==> src/rtl/edge_detector_multi_if.sv <==
// Bundle of per-channel pin inputs, filter/mode/clear controls and the
// qualified edge outputs exchanged between the edge detector and its consumer.
interface edge_detector_multi_if #(
  parameter int CH    = 4,
  parameter int CNT_W = 8
);
  logic [CH-1:0]    i_sig;
  logic [CNT_W-1:0] i_filt_len;
  logic [2*CH-1:0]  i_mode;
  logic [CH-1:0]    i_clr;

  logic [CH-1:0]    o_level;
  logic [CH-1:0]    o_posedge;
  logic [CH-1:0]    o_negedge;
  logic [CH-1:0]    o_event;
  logic [CH-1:0]    o_sticky;
  logic             o_irq;

  modport master (
    output i_sig, i_filt_len, i_mode, i_clr,
    input  o_level, o_posedge, o_negedge, o_event, o_sticky, o_irq
  );

  modport slave (
    input  i_sig, i_filt_len, i_mode, i_clr,
    output o_level, o_posedge, o_negedge, o_event, o_sticky, o_irq
  );
endinterface

==> src/rtl/edge_detector_multi.sv <==
// Multi-channel edge detector: synchroniser, glitch filter, registered edge
// pulses, mode-qualified events and sticky flags with an aggregated interrupt.
module edge_detector_multi #(
  parameter int CH          = 4,
  parameter int SYNC_STAGES = 2,
  parameter int CNT_W       = 8
) (
  input  logic                  i_clk,
  input  logic                  i_reset,
  edge_detector_multi_if.slave  bus
);

  logic [SYNC_STAGES-1:0] r_sync [CH];
  logic [CNT_W-1:0]       r_cnt  [CH];
  logic [CH-1:0]          r_level;
  logic [CH-1:0]          r_posedge;
  logic [CH-1:0]          r_negedge;
  logic [CH-1:0]          r_event;
  logic [CH-1:0]          r_sticky;

  logic [CH-1:0]          w_s;
  logic [CH-1:0]          w_flip;
  logic [CH-1:0]          w_pos;
  logic [CH-1:0]          w_neg;
  logic [CH-1:0]          w_event;
  logic [CH-1:0]          w_sticky_nxt;
  logic [CNT_W-1:0]       w_cnt_nxt [CH];

  always_comb begin
    // NOTE: every combinational output gets a default first so no path can infer a latch.
    w_s          = '0;
    w_flip       = '0;
    w_pos        = '0;
    w_neg        = '0;
    w_event      = '0;
    w_sticky_nxt = '0;
    for (int i = 0; i < CH; i++) begin
      w_cnt_nxt[i] = '0;
    end

    for (int i = 0; i < CH; i++) begin
      w_s[i] = r_sync[i][SYNC_STAGES-1];
      // Counter only runs while the synchronised input disagrees with the filtered level.
      if (w_s[i] != r_level[i]) begin
        if (r_cnt[i] >= bus.i_filt_len) begin
          w_flip[i] = 1'b1;
        end else if (r_cnt[i] != '1) begin
          w_cnt_nxt[i] = r_cnt[i] + CNT_W'(1);
        end else begin
          w_cnt_nxt[i] = r_cnt[i];
        end
      end
    end

    w_pos = w_flip & w_s;
    w_neg = w_flip & ~w_s;

    for (int i = 0; i < CH; i++) begin
      w_event[i] = (w_pos[i] & bus.i_mode[2*i]) | (w_neg[i] & bus.i_mode[2*i+1]);
    end

    // A new event wins over a simultaneous software clear.
    w_sticky_nxt = w_event | (r_sticky & ~bus.i_clr);
  end

  // NOTE: synchroniser and filter arrays are reset too, so a channel never
  // emits a spurious edge from stale history after reset is released.
  always_ff @(posedge i_clk or posedge i_reset) begin
    if (i_reset) begin
      for (int i = 0; i < CH; i++) begin
        r_sync[i] <= '0;
        r_cnt[i]  <= '0;
      end
      r_level   <= '0;
      r_posedge <= '0;
      r_negedge <= '0;
      r_event   <= '0;
      r_sticky  <= '0;
    end else begin
      // NOTE: non-blocking assignments keep every register sampling pre-edge values.
      for (int i = 0; i < CH; i++) begin
        r_sync[i] <= {r_sync[i][SYNC_STAGES-2:0], bus.i_sig[i]};
        r_cnt[i]  <= w_cnt_nxt[i];
      end
      r_level   <= r_level ^ w_flip;
      r_posedge <= w_pos;
      r_negedge <= w_neg;
      r_event   <= w_event;
      r_sticky  <= w_sticky_nxt;
    end
  end

  assign bus.o_level   = r_level;
  assign bus.o_posedge = r_posedge;
  assign bus.o_negedge = r_negedge;
  assign bus.o_event   = r_event;
  assign bus.o_sticky  = r_sticky;
  assign bus.o_irq     = |r_sticky;

endmodule
==> src/flat_wrapper.sv <==
// flat-port wrapper written by rule: the top's interface ports become plain ports
module edge_detector_multi_flat 
#(
  parameter int CH          = 4,
  parameter int SYNC_STAGES = 2,
  parameter int CNT_W       = 8
)
  (i_clk, i_reset, bus_i_sig, bus_i_filt_len, bus_i_mode, bus_i_clr, bus_o_level, bus_o_posedge, bus_o_negedge, bus_o_event, bus_o_sticky, bus_o_irq);
  edge_detector_multi_if #(.CH(CH), .CNT_W(CNT_W)) bus_i ();
  input  logic i_clk;
  input  logic i_reset;
  input wire logic [$bits(bus_i.i_sig)-1:0] bus_i_sig;
  input wire logic [$bits(bus_i.i_filt_len)-1:0] bus_i_filt_len;
  input wire logic [$bits(bus_i.i_mode)-1:0] bus_i_mode;
  input wire logic [$bits(bus_i.i_clr)-1:0] bus_i_clr;
  output wire logic [$bits(bus_i.o_level)-1:0] bus_o_level;
  output wire logic [$bits(bus_i.o_posedge)-1:0] bus_o_posedge;
  output wire logic [$bits(bus_i.o_negedge)-1:0] bus_o_negedge;
  output wire logic [$bits(bus_i.o_event)-1:0] bus_o_event;
  output wire logic [$bits(bus_i.o_sticky)-1:0] bus_o_sticky;
  output wire logic [$bits(bus_i.o_irq)-1:0] bus_o_irq;
  assign bus_i.i_sig = bus_i_sig;
  assign bus_i.i_filt_len = bus_i_filt_len;
  assign bus_i.i_mode = bus_i_mode;
  assign bus_i.i_clr = bus_i_clr;
  assign bus_o_level = bus_i.o_level;
  assign bus_o_posedge = bus_i.o_posedge;
  assign bus_o_negedge = bus_i.o_negedge;
  assign bus_o_event = bus_i.o_event;
  assign bus_o_sticky = bus_i.o_sticky;
  assign bus_o_irq = bus_i.o_irq;
  edge_detector_multi #(.CH(CH), .SYNC_STAGES(SYNC_STAGES), .CNT_W(CNT_W)) u_core (.i_clk(i_clk), .i_reset(i_reset), .bus(bus_i));
endmodule
==> config.mk <==
export PLATFORM = sky130hd
export DESIGN_NAME = edge_detector_multi_flat
export DESIGN_NICKNAME = d
export VERILOG_FILES = /design/src/rtl/edge_detector_multi_if.sv /design/src/rtl/edge_detector_multi.sv /design/src/flat_wrapper.sv
export SDC_FILE = /design/constraint.sdc
export NUM_CORES = 1
export LEC_CHECK = 0
export ABC_AREA = 1
export CAP_MARGIN = 40
export CELL_PAD_IN_SITES_DETAIL_PLACEMENT = 1
export CELL_PAD_IN_SITES_GLOBAL_PLACEMENT = 1
export CORE_MARGIN = 1.5
export CORE_UTILIZATION = 41
export CTS_CLUSTER_SIZE = 20
export DETAILED_ROUTE_END_ITERATION = 7
export GPL_ROUTABILITY_DRIVEN = 0
export PLACE_DENSITY = 0.88
export SETUP_SLACK_MARGIN = 0.15
export SYNTH_ARGS = -nofsm -noshare
export SYNTH_HDL_FRONTEND = slang
export SYNTH_SLANG_ARGS = --single-unit
==> constraint.sdc <==
create_clock -name i_clk -period 2.7 [get_ports i_clk]
set_clock_uncertainty 0.15 [all_clocks]
set_input_delay 0.54 -clock i_clk [delete_from_list [all_inputs] [get_ports i_clk]]
set_output_delay 0.54 -clock i_clk [all_outputs]
set_load 0.02 [all_outputs]
==> results.cfg, run 1 <==
[power]
cellLeakagePower_nw = 2.089
power.density_mw_per_mm2 = 626.4
internal-power_mw = 1.747
p_sw_frac = 0.3384
p_sw_mw = 0.8933
power_mw = 2.640
seq_power_share = 0.422
combinationalPowerShare = 0.269
ir_worst_vdd_uv = 212.2
pwr-share-clk = 0.309

[yosys]
yosysUniqueCellTypes = 34
yosys-top-cells-area = dfrtp_1, ha_1, nand2_1
synth_ff_type = dfrtp_1
yosys_warnings = 0
postSynth.asyncResetShare = 1.000
synth-seq-area-share = 0.4410
yosysTopAreaCell = dfrtp_1
syn_nets = 464
yosys.area.top_type_share = 0.4410
netlist_instances = 402
synth-seq-cells = 60
syn_avg_cell_area_um2 = 8.469
synth_area_mm2 = 0.003405
synth_edf_count = 0

[floorplan]
die_h_um = 94.13
initial_utilization = 0.4186
fp.coreArea_mm2 = 0.008134
ios = 47
dieArea_mm2 = 0.008860
rows = 33
die_w_um = 94.13

[routing]
routed_wl_um = 9191
viasPerCell = 5.276
drc = 0
drt_first_pass_iters = 4
drtIter0Drc = 70
wire_per_inst_um = 16.15
via_count = 3002
ant_nets = 0

[global_route]
grt_pass1_vias = 3290
grt_remaining_overflow = 0
grt_max_degree = 27
grt_use_total = 0.2300
grt_pass1_wl_um = 15580
antenna_found_initial = 0

[critical_path]
cp_common_cell = a21oi_1
crit_fanout = 6
crit_required_ns = 2.79
cpMaxStageDelayCell = clkdlybuf4s50_1
endpoint_kind = flop
path_class = in2reg
critPathMaxStageDelay_ns = 0.45
cp_cell_sequence = clkdlybuf4s50_1, inv_1, ha_1, a21oi_1, nand2_1, a21oi_2, nand2_2, a21oi_1
arrival_ns = 2.52
setup.worst_path.start_class = input port
path_buf_inv = 2
cp_top_family = compound AO/OA/AOI/OAI gates

[clock_network]
post_cts_resize_count = 0
numClockSinks = 60
cts_inserted_buffers = 9
post_cts_buffers = 0
clockBufferDepth = 2
clk_pin_slew_ns = 0.06
tritoncts = built
clockRootBuffer = clkbuf_8
hold_buffers = 0
h-tree-depth = 3
clock_latency_ns = 0.35

[outcome]
outcome = complete, no violations

[cells_and_area]
diodes = 0
syn2layout_area_growth_pct = 23.78
fillers = 981
layout_commonest_cell = nand2_1
layout_common_cells = nand2_1, dfrtp_1, nor2_1
layout-drive-gt1-share = 0.1250
layout.nets = 523

[sta]
slew_headroom = 0.4999
finalCritPeriodShare = 0.8974
worst_pin_slew_ns = 0.7468
finalHoldViolCount = 0
rsz0062_at_grt = false
drv_slew = 0
setup_tns_ns = 0
fin_crit_ns = 2.423
fmax_mhz = 412.7
setup_violations = 0

[min_path]
hp-class = reg2reg

[place]
port_buffers = 46
hpwl_um = 6856

[flow_run]
cap_viol_max_count = 0
## kinds of logic (layout without fill, tap and decap cells)
logic type | after synthesis | after routing | synth area share
buffers and inverters | 56 | 118 | 0.06578
AND/OR/NAND/NOR | 202 | 202 | 0.2734
adder cells (fa/ha/maj) | 36 | 36 | 0.1323
AO/OA/AOI/OAI | 41 | 41 | 0.06946
flip-flops | 60 | 60 | 0.4410
XOR/XNOR | 7 | 7 | 0.01801
## power groups by stage
stage / logic, mW / registers, mW / clock network [mW]
2_1_floorplan: 0.412 / 1.14 / 0
3_3_place_gp: 0.651 / 1.12 / 0
3_5_place_dp: 0.706 / 1.13 / 0
4_1_cts: 0.719 / 1.11 / 0.834
5_1_grt: 0.811 / 1.13 / 0.875
6_report: 0.709 / 1.11 / 0.817
## Yosys cell counts, types with 6 or more instances
cell type  instances
nand2_1           80
dfrtp_1           60
nor2_1            49
inv_1             37
ha_1              36
nand3_1           34
a21oi_1           15
inv_2             15
o21ai_1            9
o21ai_0            8
nor2_2             7
nand4_1            6
nor3_1             6
## final timing paths
| path | slack, ns | startpoint | end | depth (start not counted) |
|---|---|---|---|---|
| hold reg to reg | 0.21 | u_core.r_sync[6]$_DFF_PP0_ | u_core.r_sync[7]$_DFF_PP0_ | 0 |
| setup / recovery | 0.28 | bus_i_filt_len[3] | u_core.r_cnt[7]$_DFFE_PP0P_ | 8 |
| setup reg to reg | 0.64 | u_core.r_cnt[3]$_DFFE_PP0P_ | u_core.r_cnt[7]$_DFFE_PP0P_ | 6 |
| min in group asynchronous | 0.44 | i_reset | u_core.bus.o_negedge[2]$_DFF_PP0_ | 2 |
| max in group asynchronous | 1.36 | i_reset | u_core.r_cnt[19]$_DFFE_PP0P_ | 3 |
| hold / removal | 0.21 | u_core.r_sync[6]$_DFF_PP0_ | u_core.r_sync[7]$_DFF_PP0_ | 0 |
## metrics by stage
step                      area, um^2  setup slack [ns]  cells  utilization  hold WS [ns]
final                           4214            0.2770    569       0.5181        0.2144
after global routing            4214            0.1727    569       0.5181        0.2211
after CTS                       4214            0.2960    569       0.5181        0.2101
after detailed placement        4024          0.001360    555       0.4947        0.1911
after global placement          4024            0.1578    555       0.4947        0.1832
after floorplan                 3405            0.5253    402            -        0.1812
## area by class of cell
class	count	area, um^2	area share
flip-flops and latches	60	1501	0.3563
multi-input cells	286	1679	0.3985
well taps	105	131.4	0.03118
clock inverters	2	35.03	0.008314
clock buffers	12	155.1	0.03682
repair buffers	48	488.0	0.1158
inverters	56	224.0	0.05315
## layer usage
metal | vias to the layer above | share of wire | track usage
met1 | 1482 | 0.43 | 0.2726
li1 | 1435 | - | -
met4 | 0 | 0.017 | 0.08209
met3 | 16 | 0.044 | 0.05502
met2 | 69 | 0.51 | 0.4034
met5 | - | 0 | 0
## state kept, by name (all words and copies together) (netlist names), named ones only
| signal | flops |
|---|---|
| u_core.r_sync | 8 |
| u_core.bus.o_event | 4 |
| u_core.bus.o_sticky | 4 |
| u_core.r_cnt | 32 |
| u_core.bus.o_posedge | 4 |
| u_core.bus.o_negedge | 4 |
Power figures use the tool's default switching activity.
==> run 2, diff against run 1 <==
ABC_AREA = unset   (was 1)
CORE_UTILIZATION = 43   (was 41)
GPL_TIMING_DRIVEN = 0   (was unset)
PLACE_DENSITY = 0.9   (was 0.88)
==> results.cfg, run 2 <==
[outcome]
outcome = complete, no violations

[routing]
viasPerCell = 5.601
drtIter0Drc = 52
drc = 0
wl_met3_um = 302
via_count = 2722
routed.top_layer = met4
wl_met2_um = 4568
ant_nets = 0
drt-met1-wl_um = 3606
drt_first_pass_iters = 4
routed_wl_um = 8637
wire_per_inst_um = 17.77

[power]
power.density_mw_per_mm2 = 631.0
cellLeakagePower_nw = 1.881
ir_worst_vdd_uv = 330.1

[sta]
setup_tns_ns = 0
fmax_mhz = 413.9
drv_slew = 0
fin_crit_ns = 2.416
fin_ws_ns = 0.2839
slew_headroom = 0.6071
setup_violations = 0
finalHoldViolCount = 0
finalCritPeriodShare = 0.8949
worst_pin_slew_ns = 0.5885
hold_slack_ns = 0.1960
rsz0062_at_grt = false

[floorplan]
fp.coreArea_mm2 = 0.007331
ios = 47
die_h_um = 90.65
die_w_um = 90.65
dieArea_mm2 = 0.008217
rows = 31
initial_utilization = 0.4506

[cells_and_area]
final_util = 0.5590
layout.nets = 445
layout_common_cells = dfrtp_1, clkdlybuf4s50_1, nor2_1, ha_1, inv_1
layout-drive-gt1-share = 0.08269
largest_reg_flops = 32
biggestRegsByFlops = u_core.r_cnt x32, u_core.r_sync x8
diodes = 0
syn2layout_area_growth_pct = 24.05
fin_area_mm2 = 0.004098
layout_commonest_cell = dfrtp_1
regMostFlops = u_core.r_cnt

[yosys]
syn_nets = 387
synth_ff_type = dfrtp_1
yosys-top-cells-count = dfrtp_1, ha_1, nor2_1
yosys.area.top_type_share = 0.4545
yosys_warnings = 0
yosysUniqueCellTypes = 35
postSynth.asyncResetShare = 1.000
yosys.cell_count.top_type = dfrtp_1
yosys-top-cells-area = dfrtp_1, ha_1, nor2_1
synth_edf_count = 0
yosysTopAreaCell = dfrtp_1
synth-seq-area-share = 0.4545
syn_avg_cell_area_um2 = 10.16
synth_area_mm2 = 0.003303
synth-seq-cells = 60
netlist_instances = 325

[global_route]
grt_remaining_overflow = 0
grt_pass1_vias = 3029
grt_use_total = 0.2269
grt_max_degree = 35
antenna_found_initial = 0
grt_pass1_wl_um = 14590

[critical_path]
setup.worst_path.start_class = input port
path_buf_inv = 2
path_class = in2reg
arrival_ns = 2.51
cpMaxStageDelayCell = clkdlybuf4s50_1
endpoint_kind = flop
critPathMaxStageDelay_ns = 0.46
cp_top_family = compound AO/OA/AOI/OAI gates
cp_cell_sequence = clkdlybuf4s50_1, inv_1, ha_1, a2111o_1, a211o_2, nor3_1
crit_fanout = 8
crit_required_ns = 2.79

[clock_network]
clockBufferDepth = 2
clk_pin_slew_ns = 0.07
tritoncts = built
clock_latency_ns = 0.35
numClockSinks = 60
cts_inserted_buffers = 9
clockRootBuffer = clkbuf_8
h-tree-depth = 3
post_cts_buffers = 0

[place]
port_buffers = 46
hpwl_um = 6500
pre_cts_ws_ns = -0.2790
placement.cell_area_mm2 = 0.003908

[flow_run]
cap_viol_max_count = 0

[min_path]
hp-class = reg2reg
==> run 2: worst paths after layout <==
kind	slack [ns]	end	cells after the start	startpoint
max	0.28	u_core.r_cnt[12]$_DFFE_PP0P_	6	bus_i_filt_len[1]
min	0.20	u_core.r_sync[1]$_DFF_PP0_	0	u_core.r_sync[0]$_DFF_PP0_
max reg2reg	0.43	u_core.r_cnt[12]$_DFFE_PP0P_	6	u_core.r_cnt[8]$_DFFE_PP0P_
min reg2reg	0.20	u_core.r_sync[1]$_DFF_PP0_	0	u_core.r_sync[0]$_DFF_PP0_
max in group asynchronous	1.38	u_core.r_cnt[3]$_DFFE_PP0P_	3	i_reset
min in group asynchronous	0.42	u_core.r_cnt[21]$_DFFE_PP0P_	2	i_reset
==> run 2: layout make-up <==
| type | count | area [um^2] |
|---|---|---|
| Tap cell | 99 | 123.9 |
| Sequential cell | 60 | 1501 |
| Fill cell | 796 | 3233 |
| Clock buffer | 13 | 158.9 |
| Multi-Input combinational cell | 237 | 1718 |
| Clock inverter | 2 | 10.01 |
| Inverter | 27 | 101.3 |
| Timing Repair Buffer | 47 | 479.2 |
| Buffer | 1 | 5.005 |
==> run 2: power breakdown <==
| part | total [mW] | switching [mW] | internal [mW] |
|---|---|---|---|
| sequential | 1.15 | 0.153 | 0.994 |
| combinational | 0.713 | 0.364 | 0.348 |
| clock | 0.727 | 0.351 | 0.376 |
| total | 2.59 | 0.868 | 1.72 |
==> run 2: worst register-to-register path, cell delays in order, from the launching register on <==
cell	delay, ns
dfrtp_1	0.46
inv_1	0.08
ha_1	0.27
nand2b_4	0.13
a2111o_1	0.45
a211o_2	0.39
nor3_1	0.25
==> run 2: stage by stage <==
stage | std cells | total power, mW
after floorplan | 325 | 1.599
after global placement | 470 | 1.787
after detailed placement | 471 | 1.852
after CTS | 486 | 2.605
after global routing | 486 | 2.739
final | 486 | 2.586
==> run 2: cell families after synthesis <==
kind of cell / count (synthesis) / share of synthesized area
adders and majority gates: 36 / 0.1364
DFF: 60 / 0.4545
muxes: 8 / 0.02576
and+or+nand+nor: 116 / 0.1864
xor gates and xnor gates: 13 / 0.03447
AOI/OAI and AO/OA: 64 / 0.1303
buffers and inverters: 28 / 0.03220
==> run 2: metal layers <==
| metal | up-vias | track usage |
|---|---|---|
| li1 | 1299 | - |
| met1 | 1353 | 0.2563 |
| met2 | 55 | 0.4066 |
| met3 | 15 | 0.04966 |
| met4 | 0 | 0.1005 |
| met5 | - | 0 |
==> run 2: repair_timing <==
item                                    CTS  global route
hold buffers                              0             0
endpoints found under the setup margin    8             4
resized for setup                         4             1
==> run 3, diff against run 2 <==
CTS_CLUSTER_DIAMETER = 50   (was unset)
REMOVE_ABC_BUFFERS = 1   (was unset)
==> results.cfg, run 3 (synthesized netlist as in run 2, its figures left out) <==
[outcome]
outcome = complete, no violations

[sta]
finalHoldViolCount = 0
drv_slew = 0
fin_crit_ns = 2.464
rsz0062_at_grt = false
worst_pin_slew_ns = 0.6303
fin_ws_ns = 0.2365
slew_headroom = 0.5753
setup_violations = 0
finalCritPeriodShare = 0.9124
fmax_mhz = 405.9

[flow_run]
cap_viol_max_count = 0

[floorplan]
fp.coreArea_mm2 = 0.007331
die_w_um = 90.65
die_h_um = 90.65
ios = 47
dieArea_mm2 = 0.008217
rows = 31
initial_utilization = 0.4506

[cells_and_area]
layout_common_cells = dfrtp_1, clkdlybuf4s50_1, nor2_1, ha_1, inv_1
layout-drive-gt1-share = 0.08052
seq_area_mm2 = 0.001501
layout_commonest_cell = dfrtp_1
layout.nets = 444
fin_area_mm2 = 0.004114
final_util = 0.5612
diodes = 0
largest_reg_flops = 32
multi_input_area_mm2 = 0.001718
regMostFlops = u_core.r_cnt
fillers = 814
syn2layout_area_growth_pct = 24.55
biggestRegsByFlops = u_core.r_cnt x32, u_core.r_sync x8

[place]
port_buffers = 46
pre_cts_ws_ns = -0.3161
hpwl_um = 6418
placement.cell_area_mm2 = 0.003902

[power]
cellLeakagePower_nw = 1.883
power.density_mw_per_mm2 = 657.0
power_mw = 2.703
ir_worst_vdd_uv = 326.1

[min_path]
min_path_cells = 0
hp-class = reg2reg
hold_path_end = u_core.r_sync[7]$_DFF_PP0_
hold_path_startpoint = u_core.r_sync[6]$_DFF_PP0_

[critical_path]
setup.worst_path.start_class = input port
ff2ff_path_depth = 6
cpMaxStageDelayCell = clkdlybuf4s50_1
crit_fanout = 8
cp_top_family = compound AO/OA/AOI/OAI gates
critPathMaxStageDelay_ns = 0.47
path_class = in2reg
cp_cell_sequence = clkdlybuf4s50_1, inv_1, ha_1, a2111o_1, a211o_4, nor3_1
crit_start = bus_i_filt_len[1]
r2r-start = u_core.r_cnt[16]$_DFFE_PP0P_
path_buf_inv = 2
arrival_ns = 2.58
endpoint_kind = flop
r2r_slack_ns = 0.39
crit_required_ns = 2.82
r2r-end = u_core.r_cnt[22]$_DFFE_PP0P_

[routing]
routed_wl_um = 9242
viasPerCell = 5.721
via_count = 2769
drtIter0Drc = 54
ant_nets = 0
drc = 0
drt_first_pass_iters = 4
wire_per_inst_um = 19.10

[global_route]
grt_use_total = 0.2387
grt_pass1_vias = 3029
grt_remaining_overflow = 0
antenna_found_initial = 0
grt_max_degree = 35
grt_pass1_wl_um = 15020

[clock_network]
h-tree-depth = 3
clockRootBuffer = clkbuf_8
numClockSinks = 60
clk_pin_slew_ns = 0.06
post_cts_buffers = 0
clock_latency_ns = 0.36
clockBufferDepth = 2
hold_buffers = 0
cts_inserted_buffers = 9
tritoncts = built
==> run 3: cell types whose count changed in the layout (fill, tap and decap cells not counted), sizes merged <==
cell | previous run | this run
clkbuf | 13 | 12
clkinv | 2 | 1
bufinv | 0 | 1
buf | 2 | 1
==> run 3: final cells by class <==
| cell class | count | area share |
|---|---|---|
| Multi-Input combinational cell | 237 | 0.4176 |
| Sequential cell | 60 | 0.3650 |
| Timing Repair Buffer | 47 | 0.1165 |
| Clock buffer | 12 | 0.03771 |
| Tap cell | 99 | 0.03011 |
| Inverter | 27 | 0.02463 |
| Clock inverter | 2 | 0.008516 |
==> run 3: worst max-delay path by stage <==
stage	endpoint	slack, ns	cells past startpoint
after detailed placement	flop	-0.32	6
after global routing	u_core.r_cnt[22]$_DFFE_PP0P_	0.15	6
after CTS	u_core.r_cnt[11]$_DFFE_PP0P_	0.24	7
after floorplan	flop	0.52	5
after global placement	u_core.r_cnt[26]$_DFFE_PP0P_	-0.52	2
final	u_core.r_cnt[22]$_DFFE_PP0P_	0.24	6
==> run 3: worst register-to-register path, cell delays in order, from the launching register on <==
cell	delay, ns
dfrtp_1	0.44
inv_1	0.08
ha_1	0.28
nand2b_4	0.14
a2111o_1	0.48
a211o_4	0.42
nor3_1	0.23
==> run 3: what timing repair did <==
item	CTS	global route
endpoints found under the setup margin	7	5
hold endpoints to repair	0	0
gates cloned	0	0
pin swaps	0	1
gates resized for setup	3	3
==> run 3: per-stage QoR <==
step	hold slack, ns	std cells	TNS, ns
floorplan	0.1812	324	0
global placement	0.1813	469	-35.10
detailed placement	0.1858	470	-6.451
CTS	0.2008	484	0
global route	0.2121	484	0
finish	0.2000	484	0
==> run 3: metal layers <==
metal | vias up | GRT usage | part of all wire
li1 | 1294 | - | -
met1 | 1392 | 0.2624 | 0.42
met2 | 60 | 0.4292 | 0.52
met3 | 23 | 0.05640 | 0.033
met4 | 0 | 0.1138 | 0.028
met5 | - | 0 | 0
==> run 3: power by group <==
group | total (mW) | switching (mW) | internal (mW)
sequential | 1.15 | 0.151 | 0.994
combinational | 0.737 | 0.385 | 0.353
clock | 0.820 | 0.355 | 0.465
total | 2.70 | 0.891 | 1.81
